[src/rtl/regfile_pkg.sv]
// Shared definitions for the register-file write-port sequencer.
package regfile_pkg;

  localparam int ADDR_W = 5;
  localparam int DATA_W = 32;
  localparam int N_REGS = 2 ** ADDR_W;

  typedef enum logic {
    CLEAR = 1'b0,
    RUN   = 1'b1
  } regfile_seq_state_t;

endpackage

[src/rtl/regfile_write_sequencer.sv]
// Owns the register-file write port: zero-sweeps x1..x(N_REGS-1) after reset,
// then arbitrates writeback (A, priority) and a secondary source (B, anti-starvation).
module regfile_write_sequencer #(
  parameter int ADDR_W         = regfile_pkg::ADDR_W,
  parameter int DATA_W         = regfile_pkg::DATA_W,
  parameter int N_REGS         = regfile_pkg::N_REGS,
  parameter bit CLEAR_ON_RESET = 1'b1,
  parameter int STARVE_LIMIT   = 4
) (
  input  logic              i_clk,
  input  logic              i_arst_n,
  input  logic              i_aValid,
  output logic              o_aReady,
  input  logic [ADDR_W-1:0] i_aAddr,
  input  logic [DATA_W-1:0] i_aData,
  input  logic              i_bValid,
  output logic              o_bReady,
  input  logic [ADDR_W-1:0] i_bAddr,
  input  logic [DATA_W-1:0] i_bData,
  output logic              o_writeEnable,
  output logic [ADDR_W-1:0] o_writeAddress3,
  output logic [DATA_W-1:0] o_writeData,
  output logic              o_busy
);

  localparam int WAIT_W = $clog2(STARVE_LIMIT + 1);
  localparam logic [WAIT_W-1:0] WAIT_MAX = WAIT_W'(STARVE_LIMIT);
  localparam logic [ADDR_W-1:0] LAST_REG = ADDR_W'(N_REGS - 1);
  localparam regfile_pkg::regfile_seq_state_t RESET_STATE =
    CLEAR_ON_RESET ? regfile_pkg::CLEAR : regfile_pkg::RUN;

  regfile_pkg::regfile_seq_state_t state_q;
  logic [ADDR_W-1:0] ptr_q;
  logic [WAIT_W-1:0] wait_q;
  logic              busy_q;
  logic              we_q;
  logic [ADDR_W-1:0] addr_q;
  logic [DATA_W-1:0] data_q;

  logic force_b;
  logic a_ready;
  logic b_ready;

  // B jumps ahead of A only once it has waited STARVE_LIMIT consecutive cycles.
  always_comb begin
    force_b = (wait_q >= WAIT_MAX);
    a_ready = 1'b0;
    b_ready = 1'b0;
    if (state_q == regfile_pkg::RUN) begin
      a_ready = i_aValid & ~(force_b & i_bValid);
      b_ready = i_bValid & (~i_aValid | force_b);
    end
  end

  assign o_aReady        = a_ready;
  assign o_bReady        = b_ready;
  assign o_writeEnable   = we_q;
  assign o_writeAddress3 = addr_q;
  assign o_writeData     = data_q;
  assign o_busy          = busy_q;

  always_ff @(posedge i_clk or negedge i_arst_n) begin
    if (!i_arst_n) begin
      state_q <= RESET_STATE;
      ptr_q   <= ADDR_W'(1);
      busy_q  <= CLEAR_ON_RESET;
      we_q    <= 1'b0;
      addr_q  <= '0;
      data_q  <= '0;
    end else begin
      case (state_q)
        regfile_pkg::CLEAR: begin
          we_q   <= 1'b1;
          addr_q <= ptr_q;
          data_q <= '0;
          ptr_q  <= ptr_q + ADDR_W'(1);
          if (ptr_q == LAST_REG) begin
            state_q <= regfile_pkg::RUN;
            busy_q  <= 1'b0;
          end
        end
        default: begin
          // Accepted writes to x0 are swallowed: no strobe, port address/data held.
          if (a_ready && (i_aAddr != '0)) begin
            we_q   <= 1'b1;
            addr_q <= i_aAddr;
            data_q <= i_aData;
          end else if (b_ready && (i_bAddr != '0)) begin
            we_q   <= 1'b1;
            addr_q <= i_bAddr;
            data_q <= i_bData;
          end else begin
            we_q <= 1'b0;
          end
        end
      endcase
    end
  end

  always_ff @(posedge i_clk or negedge i_arst_n) begin
    if (!i_arst_n) begin
      wait_q <= '0;
    end else if (i_bValid && !b_ready) begin
      if (wait_q < WAIT_MAX) wait_q <= wait_q + WAIT_W'(1);
    end else begin
      wait_q <= '0;
    end
  end

endmodule
[config.mk]
export PLATFORM = sky130hd
export DESIGN_NAME = regfile_write_sequencer
export DESIGN_NICKNAME = d
export VERILOG_FILES = /design/src/rtl/regfile_pkg.sv /design/src/rtl/regfile_write_sequencer.sv
export SDC_FILE = /design/constraint.sdc
export NUM_CORES = 1
export LEC_CHECK = 0
export ABC_AREA = 1
export CORE_MARGIN = 2
export CORE_UTILIZATION = 45
export CTS_CLUSTER_SIZE = 24
export DETAILED_ROUTE_END_ITERATION = 16
export PLACE_DENSITY = 0.9
export RECOVER_POWER = 25
export SLEW_MARGIN = 15
export SYNTH_ARGS = -nofsm -noshare
export SYNTH_HDL_FRONTEND = slang
export SYNTH_SLANG_ARGS = --single-unit
[constraint.sdc]
create_clock -name i_clk -period 2.1 [get_ports i_clk]
set_input_delay 0.42 -clock i_clk [delete_from_list [all_inputs] [get_ports i_clk]]
set_output_delay 0.42 -clock i_clk [all_outputs]
set_load 0.01 [all_outputs]
==> flow_summary.yaml <==
status:
  status: "finished clean"
clocking:
  htreeDepth: 2
  cts_tree: "done"
  clk_path_buf_depth: 2
  cts_sinks: 48
  hold_buffers: 0
  numCtsBuffers: 5
  cts_setup_buffers: 0
  clk_latency_ps: 300
  clkTransAtPathRegs_ps: 90
  root_buffer: "clkbuf_8"
power_and_ir_drop:
  switching_share: 0.282
  clockPowerShare: 0.256
  power.switching_uw: 716
  p_comb_frac: 0.306
  leakagePower_nw: 2.03
  max-vdd-ir-drop_mv: 0.482
  p_int_mw: 1.83
  seq_power_share: 0.438
  p_total_mw: 2.54
  power_density_nw_per_um2: 652
logic_synthesis:
  ys_seq_area_frac: 0.470
  synth.largest_area_cell: "dfrtp_1"
  synth_top_area_share: 0.449
  synth.area.top_cells: "dfrtp_1 45%, nand2_1 30%, nand3_1 8.8%"
  synth_most_common_cell: "nand2_1"
  yosys_warnings: 0
  syn-cell-area_um2: 2560
  yosysUniqueCellTypes: 23
  synthCells: 357
  ys_ff_latch: 48
  syn_area_per_cell_um2: 7.17
  synthFlopType: "dfrtp_1"
  synth_fp_nets: 438
  synth_edf_count: 0
  synth_top_cells_by_count: "207 x nand2_1, 46 x dfrtp_1, 45 x nand3_1"
  async_flop_share: 1.00
cells_and_area:
  post-route-util: 0.709
  drive_gt1_frac: 0.0588
  seq_area_um2: 1200
  multi_input_area_um2: 1160
  finalNetCount: 556
  area_delta_synth_final_pct: 52.4
  num_antenna_cells: 0
  nFillCells: 434
worst_setup_path:
  r2r_end: "o_writeAddress3[4]"
  worstSetupPathType: "in -> out"
  worstPathArrival_ps: 1480
  required_ps: 1680
  rr_worst_depth: 10
  setup.worst_path.start_class: "input pin"
  cpMaxStageDelayCell: "clkdlybuf4s50_1"
  path_cells: "clkdlybuf4s50_1, nand2_1, inv_1, nor2_2, dlygate4sd2_1"
  max_stage_delay_ps: 450
  worstPathMaxFanout: 3
  rrSetupSlack_ps: 480
  critPathCaptureType: "output port"
  cp_top_family: "buffers and inverters"
  crit_buf_inv: 3
  r2r-start: "wait_q[2]"
die:
  rows: 27
  die_width_um: 79.4
  initial_core_util: 0.465
  coreArea_um2: 5510
  die_area_um2: 6310
  die_y_um: 79.4
  ioPinCount: 119
min_path:
  hp-class: "in -> async"
sta:
  finalSetupViolCount: 0
  fin_skew_ps: 10.8
  rsz0062_at_grt: "false"
  slew_headroom: 0.183
  max_freq_mhz: 527
  fin_crit_sh: 0.904
  finalMaxSlewViolations: 0
  period_needed_ps: 1900
  hold_viol: 0
  worst_slew_pin_slew_ps: 1230
routing:
  ant_nets: 0
  avgRoutedWirePerCell_um: 13.1
  vias_per_cell: 4.86
  drt_wl_total_um: 7210
  drt_pre_antenna_iters: 5
  route.detailed.drc: 0
  num_vias: 2666
  drt_iter0_markers: 126
grt:
  grt_use_total: 0.234
  grt_pass1_wl_um: 11600
  grt_pass1_vias: 2608
  grt_max_degree: 38
  grt_overflow: 0
  grt_antenna_before_repair: 0
placement:
  dp_hpwl_um: 5330
  io_buffers: 118
  gp_congestion: 0.865
flow_run:
  cap_viol_max_count: 0
## per-stage QoR
stage / worst slack, ps / cell area, um2 / hold slack (ps) / TNS (ps) / std cells
after detailed placement: -79.3 / 3810 / 428 / -248 / 540
after floorplan: 744 / 2560 / 124 / 0 / 357
after CTS: 200 / 3920 / 111 / 0 / 548
after global placement: -58.7 / 3810 / 413 / -58.7 / 540
after global routing: 111 / 3900 / 450 / 0 / 548
final: 202 / 3900 / 352 / 0 / 548
## how the worst max path moves through the flow
| stage | slack, ps | endpoint | depth (start not counted) | start |
|---|---|---|---|---|
| after CTS | 200 | o_aReady | 4 | i_aValid |
| after global routing | 110 | o_writeData[13] | 2 | i_arst_n |
| after floorplan | 740 | o_writeData[0] | 9 | i_aValid |
| after global placement | -60 | o_aReady | 4 | i_aValid |
| final | 200 | o_aReady | 5 | i_bValid |
| after detailed placement | -80 | o_aReady | 4 | i_aValid |
## cell usage in the layout (no fill, tap or decap)
master,n
nand3_4,1
clkbuf_1,2
buf_12,1
nor2_1,5
dlygate4sd2_1,2
nor3_1,1
nor2_2,2
clkinv_2,1
nand2_1,207
clkbuf_2,1
clkbuf_8,5
dfstp_2,2
o21a_1,1
nand2_2,1
xor2_1,1
clkdlybuf4s50_1,115
inv_1,16
a21boi_0,1
dfrtp_1,46
ha_1,3
buf_4,10
xnor2_1,2
inv_4,1
nand3_1,45
nand3_2,1
or2_2,1
bufinv_16,1
nand4_1,1
## worst register-to-register path, cell delays in order, from the launching register on
cell and delay (ps):
dfrtp_1 390, nand2_1 60, inv_1 80, nor2_2 60
buf_4 140, nand2_2 180, nand3_4 110, inv_4 300
nand2_1 90, nand2_1 80, inv_1 30
## what timing repair did
| action | 4_1_cts | 5_1_grt |
|---|---|---|
| endpoints found under the hold margin | 0 | 0 |
| setup endpoints to repair | 2 | 0 |
| gates resized for setup | 2 | 0 |
## sequential cells by signal (all words and copies together) (netlist names)
signal	cells
ptr_q	5
wait_q	3
o_busy	1
state_q	1
o_writeAddress3	5
o_writeData	32
o_writeEnable	1
## power by group through the flow
stage	Clock (mW)	Sequential (mW)	Combinational [mW]
floorplan	0	1.18	0.275
global placement	0	1.12	0.763
detailed placement	0	1.13	0.787
finish	0.651	1.11	0.778
CTS	0.658	1.11	0.791
global route	0.701	1.13	0.852
## final cells by class
| type | instances | area share |
|---|---|---|
| inverter | 17 | 0.0170 |
| sequential | 48 | 0.308 |
| multi-input combinational | 273 | 0.298 |
| tap | 72 | 0.0231 |
| timing repair buffer | 130 | 0.326 |
| clock buffer | 6 | 0.0186 |
| clock inverter | 2 | 0.00897 |
## routing by layer
metal | share of wire | wire length, um | track usage | vias to the layer above
met1 | 0.41 | 2960 | 0.276 | 1227
li1 | - | - | - | 1335
met2 | 0.52 | 3760 | 0.424 | 92
met4 | 0.014 | 101 | 0.0707 | 0
met3 | 0.053 | 383 | 0.0486 | 12
met5 | 0 | 0 | 0 | -
## cells by family after synthesis
| kind of cell | count (synthesis) | synth area share |
|---|---|---|
| buffers and inverters | 36 | 0.0757 |
| xor gates and xnor gates | 3 | 0.0103 |
| DFF | 48 | 0.470 |
| AOI/OAI and AO/OA | 2 | 0.00586 |
| and+or+nand+nor | 265 | 0.424 |
| adders and majority gates | 3 | 0.0147 |
(Power assumes the default switching activity.)
==> RTL change: new RTL, same flow settings <==
`DATA_W`: 32 -> 64.
--- a/src/rtl/regfile_pkg.sv
+++ b/src/rtl/regfile_pkg.sv
@@ -4,3 +4,3 @@
   localparam int ADDR_W = 5;
-  localparam int DATA_W = 32;
+  localparam int DATA_W = 64;
   localparam int N_REGS = 2 ** ADDR_W;
Ports: changed (resized i_aData, i_bData and o_writeData); port bits go from 119 to 215. No check against the original RTL was run, so the function may have changed too.
==> RTL change against the unedited design <==
Via count increased by 72%. Utilization increased by 5.5 points. Sequential cell count increased by 32. Design area increased by 72%. Synthesized cell count increased by 67%. Power increased by 73%. Setup slack improved by 36 ps. Area after synthesis increased by 62%. Non-clock buffer count increased by 101. Wire length increased by 80%. Sequential share of layout area decreased by 1.1 points. Highest routed layer unchanged.
==> RTL change: results (changes against the unedited design) <==
placed_design:
  dpl_cell_area_um2: 6500  # was 3810 um2
  dp_hpwl_um: 9910  # was 5330 um
  place_congestion: 0.812  # was 0.865
  dpl.cell_count: 900  # was 540
  numPortBuffers: 214  # was 118
logic_synthesis:
  yosysUniqueCellTypes: 22  # was 23
  synth.area.top_cells: "dfrtp_1, nand2_1, nand3_1"  # unchanged
  synthTopCellsByCount: "nand2_1, nand3_1, dfrtp_1, inv_1"  # was nand2_1, dfrtp_1, nand3_1, inv_1, buf_4
  seq_area_frac_synth_pct: 48.4  # was 47.0%
  synth_nets: 742  # was 438
  avgSynthCellArea_um2: 6.93  # was 7.17 um2
cells_and_area:
  fin_cells: 916  # was 548
  nets: 948  # was 556
  largest_reg_flops: 64  # was 32
  layout-drive-gt1-share_pct: 4.95  # was 5.88%
clock_tree:
  cts_inserted_buffers: 9  # was 5
  insertion_delay_ps: 340  # was 300 ps
  post_cts_resized: 1  # was 2
  htreeDepth: 3  # was 2
sta:
  worst_slew_pin_slew_ps: 1150  # was 1230 ps
  fin_worst_skew_ps: 10.9  # was 10.8 ps
routing:
  dr.pass1.iters: 4  # was 5
  routed_wl_um: 13000  # was 7210 um
grt:
  grt_pass1_vias: 4626  # was 2608
  grt_max_degree: 46  # was 38
  grt_pass1_wl_um: 21100  # was 11600 um
  grt.total_usage_pct: 26.5  # was 23.4%
power:
  p_leak_nw: 3.47  # was 2.03 nW
  vdd_ir_drop_max_mv: 0.425  # was 0.482 mV
worst_setup_path:
  r2r_cells: 9  # was 10
  worstPathArrival_ps: 1440  # was 1480 ps
run_status:
  status: "complete, no violations"  # unchanged
## RTL change: cell families after synthesis
group	synth area share [%]
AO/OA/AOI/OAI	0.423
adder cells (fa/ha/maj)	0.907
AND/OR/NAND/NOR	44.1
flip-flops	48.4
buffers and inverters	5.53
XOR/XNOR	0.635
## RTL change: layout make-up
type / instances / area [um2]
clock inverters: 4 / 95.1
inverters: 18 / 67.6
well taps: 108 / 135
multi-input cells: 463 / 1910
flip-flops and latches: 80 / 2000
fillers: 651 / 2080
repair buffers: 231 / 2380
clock buffers: 12 / 135
## RTL change: power by group
group | switching [W] | internal (W) | leakage (nW)
registers | 0.0000988 | 0.00172 | 0.984
logic | 0.000558 | 0.000713 | 2.37
clock network | 0.000529 | 0.000791 | 0.115
total | 0.00119 | 0.00322 | 3.47
## RTL change: worst paths after layout
path	from	end	slack [ps]
setup reg to reg	wait_q[2]$_DFFE_PN0P_	o_writeData[41]$_DFFE_PN0P_	540
hold reg to reg	o_writeData[40]$_DFFE_PN0P_	o_writeData[40]$_DFFE_PN0P_	470
setup / recovery	i_bValid	o_aReady	240
max in group asynchronous	i_arst_n	o_writeData[52]$_DFFE_PN0P_	1030
min in group i_clk	o_writeData[40]$_DFFE_PN0P_	o_writeData[40]$_DFFE_PN0P_	470
hold / removal	i_arst_n	wait_q[2]$_DFFE_PN0P_	290
## RTL change: critical path, cell delays in order
cell and delay, ps:
clkdlybuf4s50_1 500, nand2_1 60, inv_1 120, nor2_4 50
dlygate4sd2_1 290
## RTL change: routing by layer
layer	up-vias	wire length, um	track usage, %
met5	-	0	0
met4	0	441	11.1
met3	36	913	5.57
met2	172	6720	48.5
met1	2129	4920	29.9
li1	2245	-	-
